==> config.mk <==
export PLATFORM = sky130hd
export DESIGN_NAME = seg7_scan_ctrl
export DESIGN_NICKNAME = d
export VERILOG_FILES = /design/src/rtl/seg7_scan_ctrl.sv
export SDC_FILE = /design/constraint.sdc
export NUM_CORES = 1
export LEC_CHECK = 0
export BUFFER_PORTS_ARGS = -buffer_cell sky130_fd_sc_hd__buf_2
export CORE_MARGIN = 4
export CORE_UTILIZATION = 35
export CTS_CLUSTER_SIZE = 25
export DETAILED_ROUTE_END_ITERATION = 7
export PLACE_DENSITY_LB_ADDON = 0.25
export SYNTH_ARGS = -nofsm -noshare
export SYNTH_HDL_FRONTEND = slang
export SYNTH_SLANG_ARGS = --single-unit
==> constraint.sdc <==
create_clock -name clk -period 4.05 [get_ports clk]
set_input_delay 0.81 -clock clk [delete_from_list [all_inputs] [get_ports clk]]
set_output_delay 0.81 -clock clk [all_outputs]
set_load 0.01 [all_outputs]
==> src/rtl/seg7_scan_ctrl.sv <==
// Four-digit common-anode scan scheduler: frame snapshot, per-slot dead time, one shared decoder nibble.
// Outputs decode straight from registers with no input-to-output path; free-running while enabled, no backpressure.
module seg7_scan_ctrl #(
    parameter int CLK_DIV      = 50000,
    parameter int BLANK_CYCLES = 500
) (
    input  logic        clk,
    input  logic        rst,
    input  logic        enable,
    input  logic [15:0] digits,
    input  logic [3:0]  dp_in,
    input  logic [3:0]  digit_mask,
    input  logic        lz_blank,
    output logic [3:0]  bin,
    output logic [3:0]  an,
    output logic        dp,
    output logic [1:0]  digit_sel,
    output logic        frame_tick
);

    localparam int CW = (CLK_DIV > 1) ? $clog2(CLK_DIV) : 1;
    localparam logic [CW-1:0] SLOT_LAST  = CW'(CLK_DIV - 1);
    localparam logic [CW-1:0] BLANK_LAST = CW'(BLANK_CYCLES - 1);

    typedef enum logic [1:0] {
        IDLE  = 2'd0,
        BLANK = 2'd1,
        SHOW  = 2'd2
    } state_t;

    state_t        state_q, state_d;
    logic [1:0]    idx_q, idx_d;
    logic [CW-1:0] slot_cnt_q, slot_cnt_d;
    logic          frame_tick_q, frame_tick_d;
    logic [15:0]   snap_digits_q, snap_digits_d;
    logic [3:0]    snap_dp_q, snap_dp_d;
    logic [3:0]    snap_mask_q, snap_mask_d;
    logic          snap_lz_q, snap_lz_d;
    logic          load_snap;

    always_ff @(posedge clk or negedge rst) begin
        if (!rst) begin
            state_q       <= IDLE;
            idx_q         <= 2'd0;
            slot_cnt_q    <= '0;
            frame_tick_q  <= 1'b0;
            snap_digits_q <= 16'h0000;
            snap_dp_q     <= 4'h0;
            snap_mask_q   <= 4'h0;
            snap_lz_q     <= 1'b0;
        end else begin
            state_q       <= state_d;
            idx_q         <= idx_d;
            slot_cnt_q    <= slot_cnt_d;
            frame_tick_q  <= frame_tick_d;
            snap_digits_q <= snap_digits_d;
            snap_dp_q     <= snap_dp_d;
            snap_mask_q   <= snap_mask_d;
            snap_lz_q     <= snap_lz_d;
        end
    end

    always_comb begin
        state_d      = state_q;
        idx_d        = idx_q;
        slot_cnt_d   = slot_cnt_q;
        frame_tick_d = 1'b0;
        load_snap    = 1'b0;

        case (state_q)
            IDLE: begin
                if (enable) begin
                    state_d      = BLANK;
                    idx_d        = 2'd0;
                    slot_cnt_d   = '0;
                    frame_tick_d = 1'b1;
                    load_snap    = 1'b1;
                end
            end
            BLANK: begin
                if (!enable) begin
                    state_d    = IDLE;
                    idx_d      = 2'd0;
                    slot_cnt_d = '0;
                end else begin
                    slot_cnt_d = slot_cnt_q + CW'(1);
                    if (slot_cnt_q == BLANK_LAST) begin
                        state_d = SHOW;
                    end
                end
            end
            SHOW: begin
                // Disable takes priority over the slot-end advance.
                if (!enable) begin
                    state_d    = IDLE;
                    idx_d      = 2'd0;
                    slot_cnt_d = '0;
                end else if (slot_cnt_q == SLOT_LAST) begin
                    state_d    = BLANK;
                    slot_cnt_d = '0;
                    if (idx_q == 2'd3) begin
                        idx_d        = 2'd0;
                        frame_tick_d = 1'b1;
                        load_snap    = 1'b1;
                    end else begin
                        idx_d = idx_q + 2'd1;
                    end
                end else begin
                    slot_cnt_d = slot_cnt_q + CW'(1);
                end
            end
            default: begin
                state_d    = IDLE;
                idx_d      = 2'd0;
                slot_cnt_d = '0;
            end
        endcase

        snap_digits_d = load_snap ? digits     : snap_digits_q;
        snap_dp_d     = load_snap ? dp_in      : snap_dp_q;
        snap_mask_d   = load_snap ? digit_mask : snap_mask_q;
        snap_lz_d     = load_snap ? lz_blank   : snap_lz_q;
    end

    logic [3:0] cur_nibble;
    logic       upper_zero;
    logic       visible;
    logic       lit;

    always_comb begin
        cur_nibble = 4'h0;
        upper_zero = 1'b0;
        // A digit is a leading zero when it and every higher digit are zero; digit 0 always shows.
        case (idx_q)
            2'd0: begin
                cur_nibble = snap_digits_q[3:0];
                upper_zero = 1'b0;
            end
            2'd1: begin
                cur_nibble = snap_digits_q[7:4];
                upper_zero = (snap_digits_q[15:4] == 12'h000);
            end
            2'd2: begin
                cur_nibble = snap_digits_q[11:8];
                upper_zero = (snap_digits_q[15:8] == 8'h00);
            end
            default: begin
                cur_nibble = snap_digits_q[15:12];
                upper_zero = (snap_digits_q[15:12] == 4'h0);
            end
        endcase

        visible = snap_mask_q[idx_q] & ~(snap_lz_q & upper_zero);
        lit     = (state_q == SHOW) & visible;

        an = 4'b1111;
        if (lit) begin
            an[idx_q] = 1'b0;
        end
        dp        = ~(lit & snap_dp_q[idx_q]);
        bin       = (state_q == IDLE) ? 4'h0 : cur_nibble;
        digit_sel = idx_q;
    end

    assign frame_tick = frame_tick_q;

endmodule

==> flow_summary.json, run 1 <==
{
  "cp-start-kind": "flop",
  "synth-edff-count": 0,
  "yosys_warnings": 0,
  "layout_min_cycle_time_ns": 3.04,
  "diodes": 0,
  "routed_wl_um": 5470,
  "worst_pin_slew_ns": 1.09,
  "rows": 31,
  "async_reset_ff_share_pct": 100,
  "cp.arrival_ns": 2.23,
  "dp_hpwl_um": 3980,
  "antenna_found_initial": 0,
  "timing.final.crit_share_pct": 75.1,
  "synth_ff_type": "dfrtp_1",
  "rr_worst_depth": 5,
  "clockBufferDepth": 2,
  "ir_worst_vdd_uv": 191,
  "drv_slew": 0,
  "io-pin-count": 40,
  "multi_input_area_mm2": 0.00134,
  "setup_total_negative_slack_ns": 0,
  "synth_fp_nets": 276,
  "ys_ff_latch": 46,
  "cts_tree": "done",
  "clock_latency_ns": 0.30,
  "grt_overflow": 0,
  "leakagePower_uw": 0.00133,
  "fill_cells": 753,
  "path_class": "flop to output pin",
  "syn_inst": 238,
  "rsz0062_at_grt": "no",
  "crit_fanout": 10,
  "placed_area_mm2": 0.00283,
  "first_pass_iters": 4,
  "grt_pass1_wl_um": 9100,
  "drt_iter0_drc": 118,
  "fmax_mhz": 329,
  "chipWidth_um": 94.1,
  "synth.distinct_cells": 45,
  "worstSetupEndpointType": "output pin",
  "cts-htree-levels": 2,
  "rrSetupSlack_ns": 1.29,
  "fin_area_mm2": 0.00292,
  "whs_ns": 0.517,
  "relSlewSlack_pct": 27.4,
  "hold_viol_final": 0,
  "grt_max_degree": 47,
  "routedWlPerCell_um": 14.7,
  "power.density_mw_per_mm2": 492,
  "clk_pin_slew_ns": 0.09,
  "hold_path.class": "flop to flop",
  "cts-root-buf": "clkbuf_8",
  "io_buffer_count": 39,
  "drc": 0,
  "switchingPower_uw": 469,
  "cts_hold_buf": 0,
  "critPathRequiredTime_ns": 3.24,
  "die-area_mm2": 0.00886,
  "core_area_mm2": 0.00721,
  "grt.total_usage_pct": 13.0,
  "cts_buffers": 5,
  "timing.rr.end": "slot_cnt_q[5]$_DFFE_PN0P_",
  "swShare_pct": 32.7,
  "outcome": "finished, final reports clean",
  "cts_setup_buffers": 0,
  "avgSynthCellArea_um2": 10.9,
  "gp_congestion": 0.797,
  "maxCapViolCount": 0,
  "syn_to_final_growth_pct": 12.7,
  "r2r-start": "slot_cnt_q[10]$_DFFE_PN0P_",
  "drive_above_1_share_pct": 28.9,
  "grt_pass1_vias": 1866,
  "die_y_um": 94.1,
  "register_area_mm2": 0.00115,
  "avgViaCountPerCell": 5.13,
  "synth_area_mm2": 0.00259,
  "crit_start": "digit_sel[0]$_DFFE_PN0P_",
  "skew_ns": 0.00766,
  "pwr-share-clk_pct": 19.8,
  "combPwrFrac_pct": 32.0,
  "setup.worst_path.end": "an[3]",
  "intPower_uw": 968,
  "clock_sinks": 46,
  "seq_area_frac_synth_pct": 44.4,
  "setup_viol": 0,
  "nets": 310,
  "num_vias": 1907,
  "pwr-share-seq_pct": 48.1,
  "drtAntennaViolNets": 0,
  "cts_resized": 0,
  "start_util_pct": 36.0
}
## flip-flops by register name, indices dropped and copies added, names as in the netlist
signal and flops:
frame_tick 1, digit_sel 2, snap_digits_q 16, slot_cnt_q 16
snap_mask_q 4, snap_lz_q 1, state_q 2, snap_dp_q 4
## per-stage QoR
stage	std cells	power (uW)	setup WS, ns	utilization (%)
after floorplan	238	1050	1.63	-
after global placement	364	1150	1.34	39.3
after detailed placement	364	1160	1.30	39.3
after CTS	372	1450	1.00	40.5
after global routing	372	1530	0.836	40.5
final	372	1440	1.01	40.5
## Yosys cell counts (all sizes together) (5+ instances only)
master | number | area (um2)
dfrtp | 46 | 1150
buf | 6 | 53.8
nor2 | 22 | 90.1
inv | 7 | 26.3
a21oi | 8 | 40.0
ha | 10 | 125
nand3 | 14 | 70.1
clkbuf | 6 | 26.3
nand2 | 18 | 67.6
nor4 | 5 | 31.3
mux2 | 26 | 364
o21ai | 14 | 81.3
## power by group through the flow
stage | clock [uW] | sequential [uW] | combinational [uW]
final | 285 | 692 | 461
after global routing | 317 | 707 | 502
after global placement | 0 | 697 | 454
after floorplan | 0 | 662 | 385
after detailed placement | 0 | 697 | 465
after CTS | 296 | 692 | 465
## routing by layer
layer	global-route usage (%)	vias up	routed length [um]
li1	-	933	-
met1	18.2	929	2680
met2	19.9	38	2490
met3	2.56	7	217
met4	4.33	0	82
met5	0	-	0
## worst min path at each step
| stage | from | to | cells past startpoint |
|---|---|---|---|
| 6_report | snap_dp_q[3]$_DFFE_PN0P_ | snap_dp_q[3]$_DFFE_PN0P_ | 1 |
| 3_3_place_gp | snap_dp_q[0]$_DFFE_PN0P_ | snap_dp_q[0]$_DFFE_PN0P_ | 1 |
| 3_5_place_dp | snap_dp_q[3]$_DFFE_PN0P_ | snap_dp_q[3]$_DFFE_PN0P_ | 1 |
| 5_1_grt | snap_dp_q[3]$_DFFE_PN0P_ | snap_dp_q[3]$_DFFE_PN0P_ | 1 |
| 4_1_cts | snap_dp_q[3]$_DFFE_PN0P_ | snap_dp_q[3]$_DFFE_PN0P_ | 1 |
| 2_1_floorplan | snap_dp_q[2]$_DFFE_PN0P_ | snap_dp_q[2]$_DFFE_PN0P_ | 1 |
## logic make-up after synthesis
group           share of synthesized area, %
fa+ha+maj                               4.82
simple gates                            17.9
mux                                     16.2
xor+xnor                                1.35
buf+inv                                 4.10
flops                                   44.4
compound gates                          11.3
## final cells by class
type	instances	share of cell area [%]
clock buffers	5	2.35
inverters	7	0.899
repair buffers	39	6.68
clock inverters	3	0.727
flip-flops and latches	46	39.4
multi-input cells	173	45.7
well taps	99	4.24
## cell usage in the layout, fill, tap and decap left out, types with 4 or more instances in the layout
cell type / count
a21o_1: 4
a21oi_1: 8
nor3b_1: 4
dfrtp_1: 46
mux2_4: 19
nand4_1: 4
nor3_1: 4
buf_2: 39
mux2_2: 7
clkbuf_8: 5
inv_1: 7
nor4_1: 5
o21ai_0: 12
nor2_1: 21
ha_1: 10
nand3_1: 14
a222oi_1: 4
nand2_1: 18
xor2_1: 4
## critical path, stage by stage, from the launching register on
cell     delay (ns)
dfrtp_1        0.60
inv_1          0.12
ha_1           0.30
a21oi_1        0.13
o21ai_0        0.14
or3b_2         0.49
buf_2          0.15
Note: power is estimated with default switching activity, not from simulation.
==> run 2, diff against run 1 <==
==> constraint.sdc (replaced) <==
create_clock -name clk -period 2.6 [get_ports clk]
set_input_delay 0.52 -clock clk [delete_from_list [all_inputs] [get_ports clk]]
set_output_delay 0.52 -clock clk [all_outputs]
set_load 0.01 [all_outputs]
==> run 2 against run 1 <==
  * Hold slack lost 0.37 ns
  * Sequential power grew 55%
  * First-iteration DRC count grew 37%
  * Largest power group unchanged
==> flow_summary.json, run 2 (same netlist as run 1, synthesis figures left out) <==
{
  "relSlewSlack_pct": 55.3,
  "layout_min_cycle_time_ns": 2.46,
  "chipWidth_um": 94.1,
  "grt_pass1_vias": 2036,
  "critPathRequiredTime_ns": 2.79,
  "worst_pin_slew_ns": 0.668,
  "grt.total_usage_pct": 14.3,
  "rsz0062_at_grt": "no",
  "cp-start-kind": "flop",
  "placed_area_mm2": 0.00296,
  "maxCapViolCount": 0,
  "timing.final.crit_share_pct": 94.5,
  "cts_buffers": 5,
  "ir_worst_vdd_uv": 246,
  "rows": 31,
  "worstSetupEndpointType": "flop",
  "timing.rr.end": "snap_mask_q[0]$_DFFE_PN0P_",
  "syn_to_final_growth_pct": 18.7,
  "io_buffer_count": 39,
  "power.density_mw_per_mm2": 754,
  "nets": 326,
  "cp.arrival_ns": 2.64,
  "cts_hold_buf": 0,
  "setup_viol": 0,
  "grt_max_degree": 29,
  "gp_congestion": 0.769,
  "die_y_um": 94.1,
  "avgViaCountPerCell": 5.15,
  "routed_wl_um": 5840,
  "fmax_mhz": 407,
  "drt_iter0_drc": 162,
  "critPathTopFamily": "simple AND/OR/NAND/NOR gates",
  "top_usage_layer": "met2",
  "antenna_found_initial": 0,
  "grt_pass1_wl_um": 9940,
  "hold_path.class": "input pin to asynchronous set/reset pin",
  "diodes": 0,
  "met3_usage_pct": 2.40,
  "leakagePower_uw": 0.00142,
  "routedWlPerCell_um": 15.1,
  "rr_worst_depth": 5,
  "num_vias": 1997,
  "clockBufferDepth": 2,
  "rrSetupSlack_ns": 0.14,
  "clk_pin_slew_ns": 0.09,
  "cts-root-buf": "clkbuf_8",
  "cts-htree-levels": 2,
  "outcome": "finished, final reports clean",
  "fin_area_mm2": 0.00308,
  "r2r-start": "slot_cnt_q[10]$_DFFE_PN0P_",
  "path_class": "flop to flop",
  "start_util_pct": 36.0,
  "drive_above_1_share_pct": 33.6,
  "power_uw": 2320,
  "clock_sinks": 46,
  "cts_tree": "done",
  "io-pin-count": 40,
  "crit_slowest_cell": "or4_4",
  "mostFrequentLayoutCell": "dfrtp_1",
  "die-area_mm2": 0.00886,
  "biggestRegsByFlops": "slot_cnt_q: 16 flops, snap_digits_q: 16 flops",
  "grt_overflow": 0,
  "first_pass_iters": 5,
  "hold_viol_final": 0,
  "grtUsageMet1_pct": 20.0,
  "fill_cells": 719,
  "use_met2_pct": 22.2,
  "slowest_delay_ns": 0.63,
  "drv_slew": 0,
  "crit_fanout": 13,
  "cts_setup_buffers": 0,
  "drtAntennaViolNets": 0,
  "layout_common_cells": "dfrtp_1, buf_2, nor2_1",
  "path_buf_inv": 0,
  "core_area_mm2": 0.00721,
  "crit_chain": "or4_1, or4_4, nor2_4, o21ai_4, mux2_4",
  "drc": 0,
  "skew_ns": 0.00963,
  "clock_latency_ns": 0.30,
  "dp_hpwl_um": 4240
}
run 2: layer usage:
metal	part of all wire (%)	wire [um]
met5	0	0
met4	1.5	89
met3	4.5	261
met2	46	2660
met1	48	2830
run 2: through the flow:
step / instances / utilization (%) / hold slack [ns] / TNS (ns) / setup WS (ns)
global route: 388 / 42.7 / 0.168 / 0 / 0.0133
detailed placement: 379 / 41.0 / 0.491 / -0.382 / -0.0288
finish: 388 / 42.7 / 0.149 / 0 / 0.144
global placement: 379 / 41.0 / 0.492 / 0 / 0.0393
floorplan: 238 / - / 0.224 / 0 / 0.211
CTS: 387 / 42.4 / 0.153 / 0 / 0.0586
run 2: final cells by class:
type | count | area, um2 | area share [%]
Multi-Input combinational cell | 174 | 1360 | 44.3
Sequential cell | 46 | 1150 | 37.4
Timing Repair Buffer | 54 | 320 | 10.4
Tap cell | 99 | 124 | 4.02
Clock buffer | 7 | 86.3 | 2.80
Inverter | 7 | 26.3 | 0.853
Clock inverter | 1 | 8.76 | 0.284
run 2: worst max-delay path by stage:
stage	end	cells past startpoint	slack, ns	from
after floorplan	snap_digits_q[11]$_DFFE_PN0P_	7	0.21	slot_cnt_q[10]$_DFFE_PN0P_
after global placement	snap_dp_q[3]$_DFFE_PN0P_	5	0.04	slot_cnt_q[10]$_DFFE_PN0P_
after detailed placement	snap_dp_q[0]$_DFFE_PN0P_	5	-0.03	slot_cnt_q[10]$_DFFE_PN0P_
after CTS	an[3]	6	0.06	digit_sel[0]$_DFFE_PN0P_
after global routing	an[3]	6	0.01	digit_sel[0]$_DFFE_PN0P_
final	snap_mask_q[0]$_DFFE_PN0P_	5	0.14	slot_cnt_q[10]$_DFFE_PN0P_
run 2: report_power, final:
| group | leakage, uW | total (uW) | switching, uW | internal (uW) |
|---|---|---|---|---|
| registers | 0.000581 | 1070 | 158 | 917 |
| logic | 0.000794 | 772 | 341 | 431 |
| clock network | 0.0000489 | 474 | 254 | 220 |
| total | 0.00142 | 2320 | 753 | 1570 |
run 2: repair_timing:
item	CTS	global route
gates resized for setup	1	4
pin swaps	0	1
hold endpoints to repair	0	0
setup endpoints to repair	25	20
gates cloned	0	1
